<file path="src/rtl/lcd1602_capture.sv">
// rtl/lcd1602_capture.sv - passive HD44780-style bus snooper keeping a 2x16 shadow of the display
module lcd1602_capture #(
    parameter int         SYNC_STAGES = 2,
    parameter logic [7:0] BLANK_CHAR  = 8'h20
) (
    input  logic       clk,
    input  logic       rst_n,
    input  logic       lcd_rs,
    input  logic       lcd_rw,
    input  logic       lcd_en,
    input  logic [7:0] lcd_data,
    input  logic [4:0] rd_addr,
    output logic [7:0] rd_data,
    output logic [4:0] cursor,
    output logic       cmd_valid,
    output logic [7:0] cmd_code,
    output logic       char_valid,
    output logic       busy,
    output logic       init_done,
    output logic       err
);

    typedef enum logic {ST_IDLE, ST_CLEAR} state_t;

    logic [SYNC_STAGES-1:0] rs_sync;
    logic [SYNC_STAGES-1:0] rw_sync;
    logic [SYNC_STAGES-1:0] en_sync;
    logic [7:0]             data_sync [SYNC_STAGES];

    logic       rs_d;
    logic       rw_d;
    logic       en_d;
    logic [7:0] data_d;
    logic       fall;

    state_t     state_q;
    state_t     state_d;
    logic [4:0] clr_idx;
    logic       dir_inc;
    logic       addr_ok;
    logic       is_clear;
    logic [7:0] mem [32];

    // Flops reset to 0 so releasing reset with lcd_en high cannot fake a falling edge.
    always_ff @(posedge clk or negedge rst_n) begin
        if (!rst_n) begin
            rs_sync <= '0;
            rw_sync <= '0;
            en_sync <= '0;
            for (int i = 0; i < SYNC_STAGES; i++) data_sync[i] <= 8'h00;
            rs_d    <= 1'b0;
            rw_d    <= 1'b0;
            en_d    <= 1'b0;
            data_d  <= 8'h00;
        end else begin
            rs_sync <= {rs_sync[SYNC_STAGES-2:0], lcd_rs};
            rw_sync <= {rw_sync[SYNC_STAGES-2:0], lcd_rw};
            en_sync <= {en_sync[SYNC_STAGES-2:0], lcd_en};
            data_sync[0] <= lcd_data;
            for (int i = 1; i < SYNC_STAGES; i++) data_sync[i] <= data_sync[i-1];
            rs_d    <= rs_sync[SYNC_STAGES-1];
            rw_d    <= rw_sync[SYNC_STAGES-1];
            en_d    <= en_sync[SYNC_STAGES-1];
            data_d  <= data_sync[SYNC_STAGES-1];
        end
    end

    // Bus fields are taken from the cycle before the edge, while en was still high.
    assign fall     = en_d & ~en_sync[SYNC_STAGES-1];
    assign is_clear = fall & ~rs_d & ~rw_d & (data_d == 8'h01);
    assign busy     = (state_q == ST_CLEAR);

    always_ff @(posedge clk or negedge rst_n) begin
        if (!rst_n) state_q <= ST_IDLE;
        else        state_q <= state_d;
    end

    always_comb begin
        state_d = state_q;
        case (state_q)
            ST_IDLE:  if (is_clear) state_d = ST_CLEAR;
            ST_CLEAR: if (clr_idx == 5'd31) state_d = ST_IDLE;
            default:  state_d = ST_IDLE;
        endcase
    end

    always_ff @(posedge clk or negedge rst_n) begin
        if (!rst_n) begin
            for (int i = 0; i < 32; i++) mem[i] <= BLANK_CHAR;
            rd_data    <= BLANK_CHAR;
            cursor     <= 5'd0;
            dir_inc    <= 1'b1;
            addr_ok    <= 1'b1;
            clr_idx    <= 5'd0;
            cmd_valid  <= 1'b0;
            cmd_code   <= 8'h00;
            char_valid <= 1'b0;
            init_done  <= 1'b0;
            err        <= 1'b0;
        end else begin
            cmd_valid  <= 1'b0;
            char_valid <= 1'b0;
            rd_data    <= mem[rd_addr];

            if (busy) begin
                mem[clr_idx] <= BLANK_CHAR;
                clr_idx      <= clr_idx + 5'd1;
            end

            if (fall) begin
                if (busy || rw_d) begin
                    err <= 1'b1;
                end else if (!rs_d) begin
                    cmd_valid <= 1'b1;
                    cmd_code  <= data_d;
                    if (data_d == 8'h01) begin
                        cursor  <= 5'd0;
                        dir_inc <= 1'b1;
                        clr_idx <= 5'd0;
                    end else if (data_d[7:1] == 7'b0000001) begin
                        cursor <= 5'd0;
                    end else if (data_d[7:2] == 6'b000001) begin
                        dir_inc <= data_d[1];
                    end else if (data_d[7:4] == 4'h3) begin
                        init_done <= 1'b1;
                    end else if (data_d[7:4] == 4'h8 || data_d[7:4] == 4'hC) begin
                        cursor  <= {data_d[6], data_d[3:0]};
                        addr_ok <= 1'b1;
                    end else if (data_d[7]) begin
                        addr_ok <= 1'b0;
                    end
                end else if (addr_ok) begin
                    mem[cursor] <= data_d;
                    char_valid  <= 1'b1;
                    cursor      <= dir_inc ? cursor + 5'd1 : cursor - 5'd1;
                end
            end
        end
    end

endmodule

</file>
<file path="config.mk">
export PLATFORM = sky130hd
export DESIGN_NAME = lcd1602_capture
export DESIGN_NICKNAME = d
export VERILOG_FILES = /design/src/rtl/lcd1602_capture.sv
export SDC_FILE = /design/constraint.sdc
export NUM_CORES = 1
export LEC_CHECK = 0
export CORE_AREA = 3 3 212 172
export CTS_BUF_LIST = sky130_fd_sc_hd__clkbuf_8
export CTS_CLUSTER_DIAMETER = 50
export DETAILED_ROUTE_END_ITERATION = 7
export DIE_AREA = 0 0 215 175
export PLACE_DENSITY = 0.72
export SYNTH_ARGS = -nofsm -noshare
export SYNTH_HDL_FRONTEND = slang
export SYNTH_SLANG_ARGS = --single-unit
</file>
<file path="constraint.sdc">
create_clock -name clk -period 2.1 [get_ports clk]
set_clock_uncertainty 0.1 [all_clocks]
set_input_delay 0.525 -clock clk [delete_from_list [all_inputs] [get_ports clk]]
set_output_delay 0.525 -clock clk [all_outputs]
set_load 0.05 [all_outputs]
</file>
## Word level (Yosys, flattened, before mapping)

Cells that the tools add are included.
W data, S select, Z words.

- Add/subtract/negate cells: 3
- Order comparisons: 5
- Equal/unequal tests: 11
- Muxes and demuxes: 41
- Bitwise gates (word level): 19
- Reduce and logical (&&, ||, !) cells: 13

Operators with widths:

| kind | count |
|---|---|
| $mux W256 | 5 |
| $bwmux W256 | 1 |
| $and A224 B224 Y224 | 1 |
| $not A224 Y224 | 1 |
| $demux W8 S5 | 2 |
| $mux W5 | 13 |
| $bmux W8 S5 | 1 |
| $mux W8 | 4 |
| $or A32 B32 Y32 | 1 |
| $ge A6 B6 Y1 const B | 3 |
| $not A5 Y6 | 3 |
| $mux W1 | 14 |
| $lt A6 B1 Y1 const B | 2 |
| $add A5 B1 Y5 const B | 2 |
| $not A1 Y1 | 9 |
| $eq A4 B4 Y1 const B | 2 |
| $eq A8 B1 Y1 const B | 1 |
| $ne A4 B4 Y1 const B | 2 |
| $reduce_and A8 Y1 | 1 |
| $eq A7 B1 Y1 const B | 1 |
| $reduce_and A7 Y1 | 1 |
| $eq A6 B1 Y1 const B | 1 |
| $reduce_and A6 Y1 | 1 |
| $eq A5 B5 Y1 const B | 1 |
| other kinds (13) | 19 |

- Register bits: 322
- Input bits: 18
- Output and inout port bits: 26
- Logic and storage cells: 144

## Longest topological paths before layout

- Depth in word-level cells: 13
- Gate-level depth with buffers: 8
- Gate-level depth less buffers: 7

## Worst setup path after synthesis

OpenSTA, ideal clock, no wires.

- Kind: reg2reg
- From: register cursor[0]
- To: register cursor[4]
- Library setup time: 0.139 ns
- Arrival: 2.291 ns
- Slack: -0.430 ns
- Cell stages (with the launch flop): 8
- Path buffers: 0
- Cell sequence: dfrtp_1 > inv_1 > fa_1 > nand2b_1 > a21oi_1 > mux2i_1 > mux2i_1 > a21oi_1

- Word-level cells in the longest chain between the ends: 4
- Elaborated cells on any way between the ends: 5

RTL lines:

| what | RTL line | RTL |
|---|---|---|
| start: declaration | 14 | `output logic [4:0] cursor,` |
| start signal: assignment | 127 | `cursor <= {data_d[6], data_d[3:0]};` |
| start signal: assignment | 135 | `cursor <= dir_inc ? cursor + 5'd1 : cursor - 5'd1;` |
| $sub A5 B1 Y5 or $add A5 B1 Y5 (tied branches) | 135 |  |
| $mux W5 * | 135 |  |
| $mux W5 * | 132 | `end else if (addr_ok) begin` |
| $mux W5 * | 113 | `end else if (!rs_d) begin` |

Every way passes the cells marked *; elsewhere a longest branch is shown, timed or not. The select of a mux whose other input is x is not followed.
A chain may end at the register's enable or synchronous reset.

## Worst setup path after layout

- From: register dir_inc
- To: register cursor[4]

- Word-level cells in the longest chain between the ends: 3

RTL lines:

| what | RTL line | RTL |
|---|---|---|
| start: declaration | 39 | `logic dir_inc;` |
| start signal: assignment | 123 | `dir_inc <= data_d[1];` |
| $mux W5 | 135 |  |
| $mux W5 | 132 |  |
| $mux W5 | 113 |  |

No other way between the ends. The select of a mux whose other input is x is not followed.

==> summary.txt <==
Critical path
  – Critical Path End Type: flop
  – Crit-path cells: inv_1, ha_1, nand2b_1, a21oi_1, mux2i_1, mux2i_1, a21oi_1
  – Required @ worst endpoint: 2.50 ns
  – Start-to-end type of the worst setup path: reg2reg
  – CP startpoint kind: flop
  – Worst Path Max Fanout: 5
  – CP max stage cell: dfstp_2
  – Crit path DAT: 2.48 ns
  – CP peak stage delay: 0.57 ns

Floorplan
  – Core ar.: 34570 µm²
  – Die Ht: 175 µm
  – Die area: 37630 µm²
  – Rows: 61
  – Initial Util: 44.79%
  – Die Wd: 215 µm
  – IO Count: 44

Yosys
  – Synth unique cells: 50
  – Synthesized area: 15490 µm²
  – Synth warnings: 0
  – Syn Inst Count: 1575
  – Syn Nets: 1602
  – Post-synthesis average cell area: 9.833 µm²
  – Post-synthesis register bit count: 322
  – Post-synthesis sequential area ratio: 52.31%

Clocking
  – Root Driver: clkbuf_8
  – CTS tree: yes
  – H-Tree Depth: 2
  – CTS Sinks: 322
  – Skew-Pair Late Insertion Delay: 0.62 ns
  – Clock-pin slew on the worst setup and hold paths: 0.07 ns
  – Num CTS Buffers: 52
  – Max clock buf depth: 3

Routing
  – Drt total wl: 43390 µm
  – Via count: 12.19k
  – Iter 0 DRT Violations: 1273
  – Met1 WL: 19240 µm
  – Pre-antenna DRT Iters: 5
  – Met3 WL post-DR: 4204 µm
  – DR DRC count: 0
  – Avg WL per Cell: 19.67 µm
  – Routed Antenna Nets: 0
  – Routed vias/inst: 5.527
  – DR top layer: met5
  – Metal2 WL: 19050 µm

Place
  – Placed insts: 2074
  – IO Port Bufs: 43
  – Placed Area: 16600 µm²
  – RePlAce Congestion: 0.9271
  – Post-detail-place hpwl: 29070 µm
  – Worst slack, placed: -0.4386 ns

GRT
  – Global-route usage over all layers: 22.83%
  – GR Overflow Total: 0
  – Initial antenna violation count: 1
  – Number of global-route vias before repair: 11.89k
  – First-pass GRT wire length: 68030 µm
  – Pin count of the biggest net entering global routing: 79

Cells and area
  – Area of the multi-input gates: 6684 µm²
  – Share of post-route cells with drive strength above 1: 21.91%
  – P&R area growth vs syn: 18.44%
  – # fillers: 3017
  – Ant. Diodes: 0
  – Final non-filler cell total: 2206
  – Final Instance Area: 18340 µm²
  – FF/Latch Area: 8105 µm²
  – Total Nets Final: 1717
  – Final Util: 53.06%

Run status
  – Status: completed

STA
  – RSZ-0062 raised after global routing: true
  – Tcrit/Tclk final: 99.12%
  – Min setup slack post-route: 0.01855 ns
  – Setup TNS: 0 ns
  – Slew headroom: 33.62%
  – Hold WS: 0.2395 ns
  – Fmax achieved: 480.4 MHz
  – Worst slew pin tran: 0.9936 ns
  – Number of hold violations in the final report: 0
  – Final slew viol count: 0
  – Final min period: 2.081 ns
  – Setup violators final: 0

Pwr
  – Maximum VDD drop: 0.6997 mV
  – Total power: 14.39 mW
  – Pwr Density: 784.7 nW/µm²
  – Leak: 7.740 nW

Hold path
  – HP Class: reg2reg

Flow run
  – # Max-Cap Violations: 0
-- final cells by class --
type / count / share of cell area, %
Sequential cell: 322 / 44.19
Multi-Input combinational cell: 1139 / 36.44
Timing Repair Buffer: 167 / 9.658
Clock buffer: 73 / 5.477
Tap cell: 472 / 3.219
Clock inverter: 25 / 0.8594
Inverter: 8 / 0.1637
-- cells in the final DEF, fill, tap and decap left out, types with 4 or more instances in the layout --
cell type	n
xnor2_1	4
nor2_4	35
a31oi_1	18
a22o_1	8
mux4_2	32
nand2_2	6
o21ai_0	102
nand3_4	4
a211oi_1	8
a22oi_1	24
a2111oi_0	8
clkinv_2	7
nor2b_1	11
clkbuf_8	73
o21ai_2	8
dfrtp_1	284
nor3b_1	7
clkdlybuf4s50_1	14
ha_1	8
nand3_1	19
nor2_1	15
mux2_2	11
inv_1	20
mux2i_1	62
nand2_1	521
and3_1	4
a21oi_1	37
dfstp_2	35
buf_12	38
nand2b_1	4
o21ai_1	150
buf_4	112
and3b_1	4
-- cell families after synthesis --
kind of cell	count (synthesis)	synth area share, %
AND/OR/NAND/NOR	647	18.90
AO/OA/AOI/OAI	370	13.32
flip-flops	322	52.31
buffers and inverters	117	4.952
multiplexers	105	9.460
adder cells (fa/ha/maj)	9	0.7756
XOR/XNOR	5	0.2827
-- report_power, final --
part	internal (mW)	switching, mW	leakage (nW)
registers	6.46	0.185	4.25
logic	0.656	1.20	2.85
clock network	3.23	2.66	0.642
total	10.3	4.04	7.74
-- synth_stat cells (all sizes together) --
| cell type | n | share of area, % |
|---|---|---|
| fa | 1 | 0.13 |
| nor3b | 7 | 0.34 |
| a211oi | 8 | 0.39 |
| dfrtp | 287 | 46 |
| nand2 | 527 | 13 |
| mux4 | 32 | 4.7 |
| nand3 | 23 | 1.1 |
| a221oi | 1 | 0.057 |
| clkbuf | 28 | 0.68 |
| or2 | 2 | 0.081 |
| a21o | 3 | 0.15 |
| and3 | 4 | 0.16 |
| a2111oi | 8 | 0.45 |
| or2b | 1 | 0.048 |
| nor2b | 11 | 0.44 |
| o22ai | 1 | 0.040 |
| dfstp | 35 | 5.9 |
| nor3 | 4 | 0.13 |
| and3b | 4 | 0.23 |
| nor4b | 1 | 0.15 |
| a22oi | 24 | 1.2 |
| a31oi | 18 | 0.73 |
| or4b | 1 | 0.089 |
| xor2 | 1 | 0.057 |
| o21ai | 260 | 8.6 |
| nor4 | 1 | 0.040 |
| nand2b | 4 | 0.16 |
| a21oi | 38 | 1.3 |
| buf | 81 | 4.1 |
| nor2 | 48 | 2.8 |
| inv | 8 | 0.19 |
| and2 | 4 | 0.16 |
| ha | 8 | 0.65 |
| mux2i | 62 | 4.0 |
| or3 | 2 | 0.081 |
| mux2 | 11 | 0.80 |
| xnor2 | 4 | 0.23 |
| nand4 | 3 | 0.12 |
| o21bai | 1 | 0.048 |
| a22o | 8 | 0.45 |
-- flip-flops by register name (all words and copies together) (netlist names), 5 cells and up --
name and cells:
clr_idx 5, rd_data 8, cursor 5, mem 256, data_sync 16, data_d 8, cmd_code 8
-- critical path: cells and delay by family (launching register included) --
family / cells / cell delay (ns)
mux: 2 / 0.47
fa+ha+maj: 1 / 0.36
flops: 1 / 0.57
compound gates: 2 / 0.27
buf+inv: 1 / 0.12
simple gates: 1 / 0.07
-- routing by layer --
layer	vias up	GRT usage, %
met1	5985	34.05
met4	2	6.276
met3	69	5.563
met2	521	33.34
met5	-	0
li1	5615	-
-- final timing paths --
kind | from | to | slack [ns] | cells past startpoint
hold reg to reg | rs_sync[1] | rs_d | 0.24 | 0
hold / removal | rs_sync[1] | rs_d | 0.24 | 0
setup reg to reg | dir_inc | cursor[4] | 0.02 | 7
min in group asynchronous | rst_n | mem[36] | 0.27 | 2
setup / recovery | dir_inc | cursor[4] | 0.02 | 7
max in group asynchronous | rst_n | mem[213] | 0.89 | 3
-- timing repair --
| action | CTS | global route |
|---|---|---|
| hold buffers | 1 | 0 |
| endpoints found under the hold margin | 25 | 0 |
| cloned | 0 | 3 |
| pin swaps | 4 | 26 |
| setup endpoints to repair | 14 | 202 |
| buffers inserted | 2 | 28 |
| resized for setup | 0 | 5 |
Note: power is estimated with default switching activity, not from simulation.
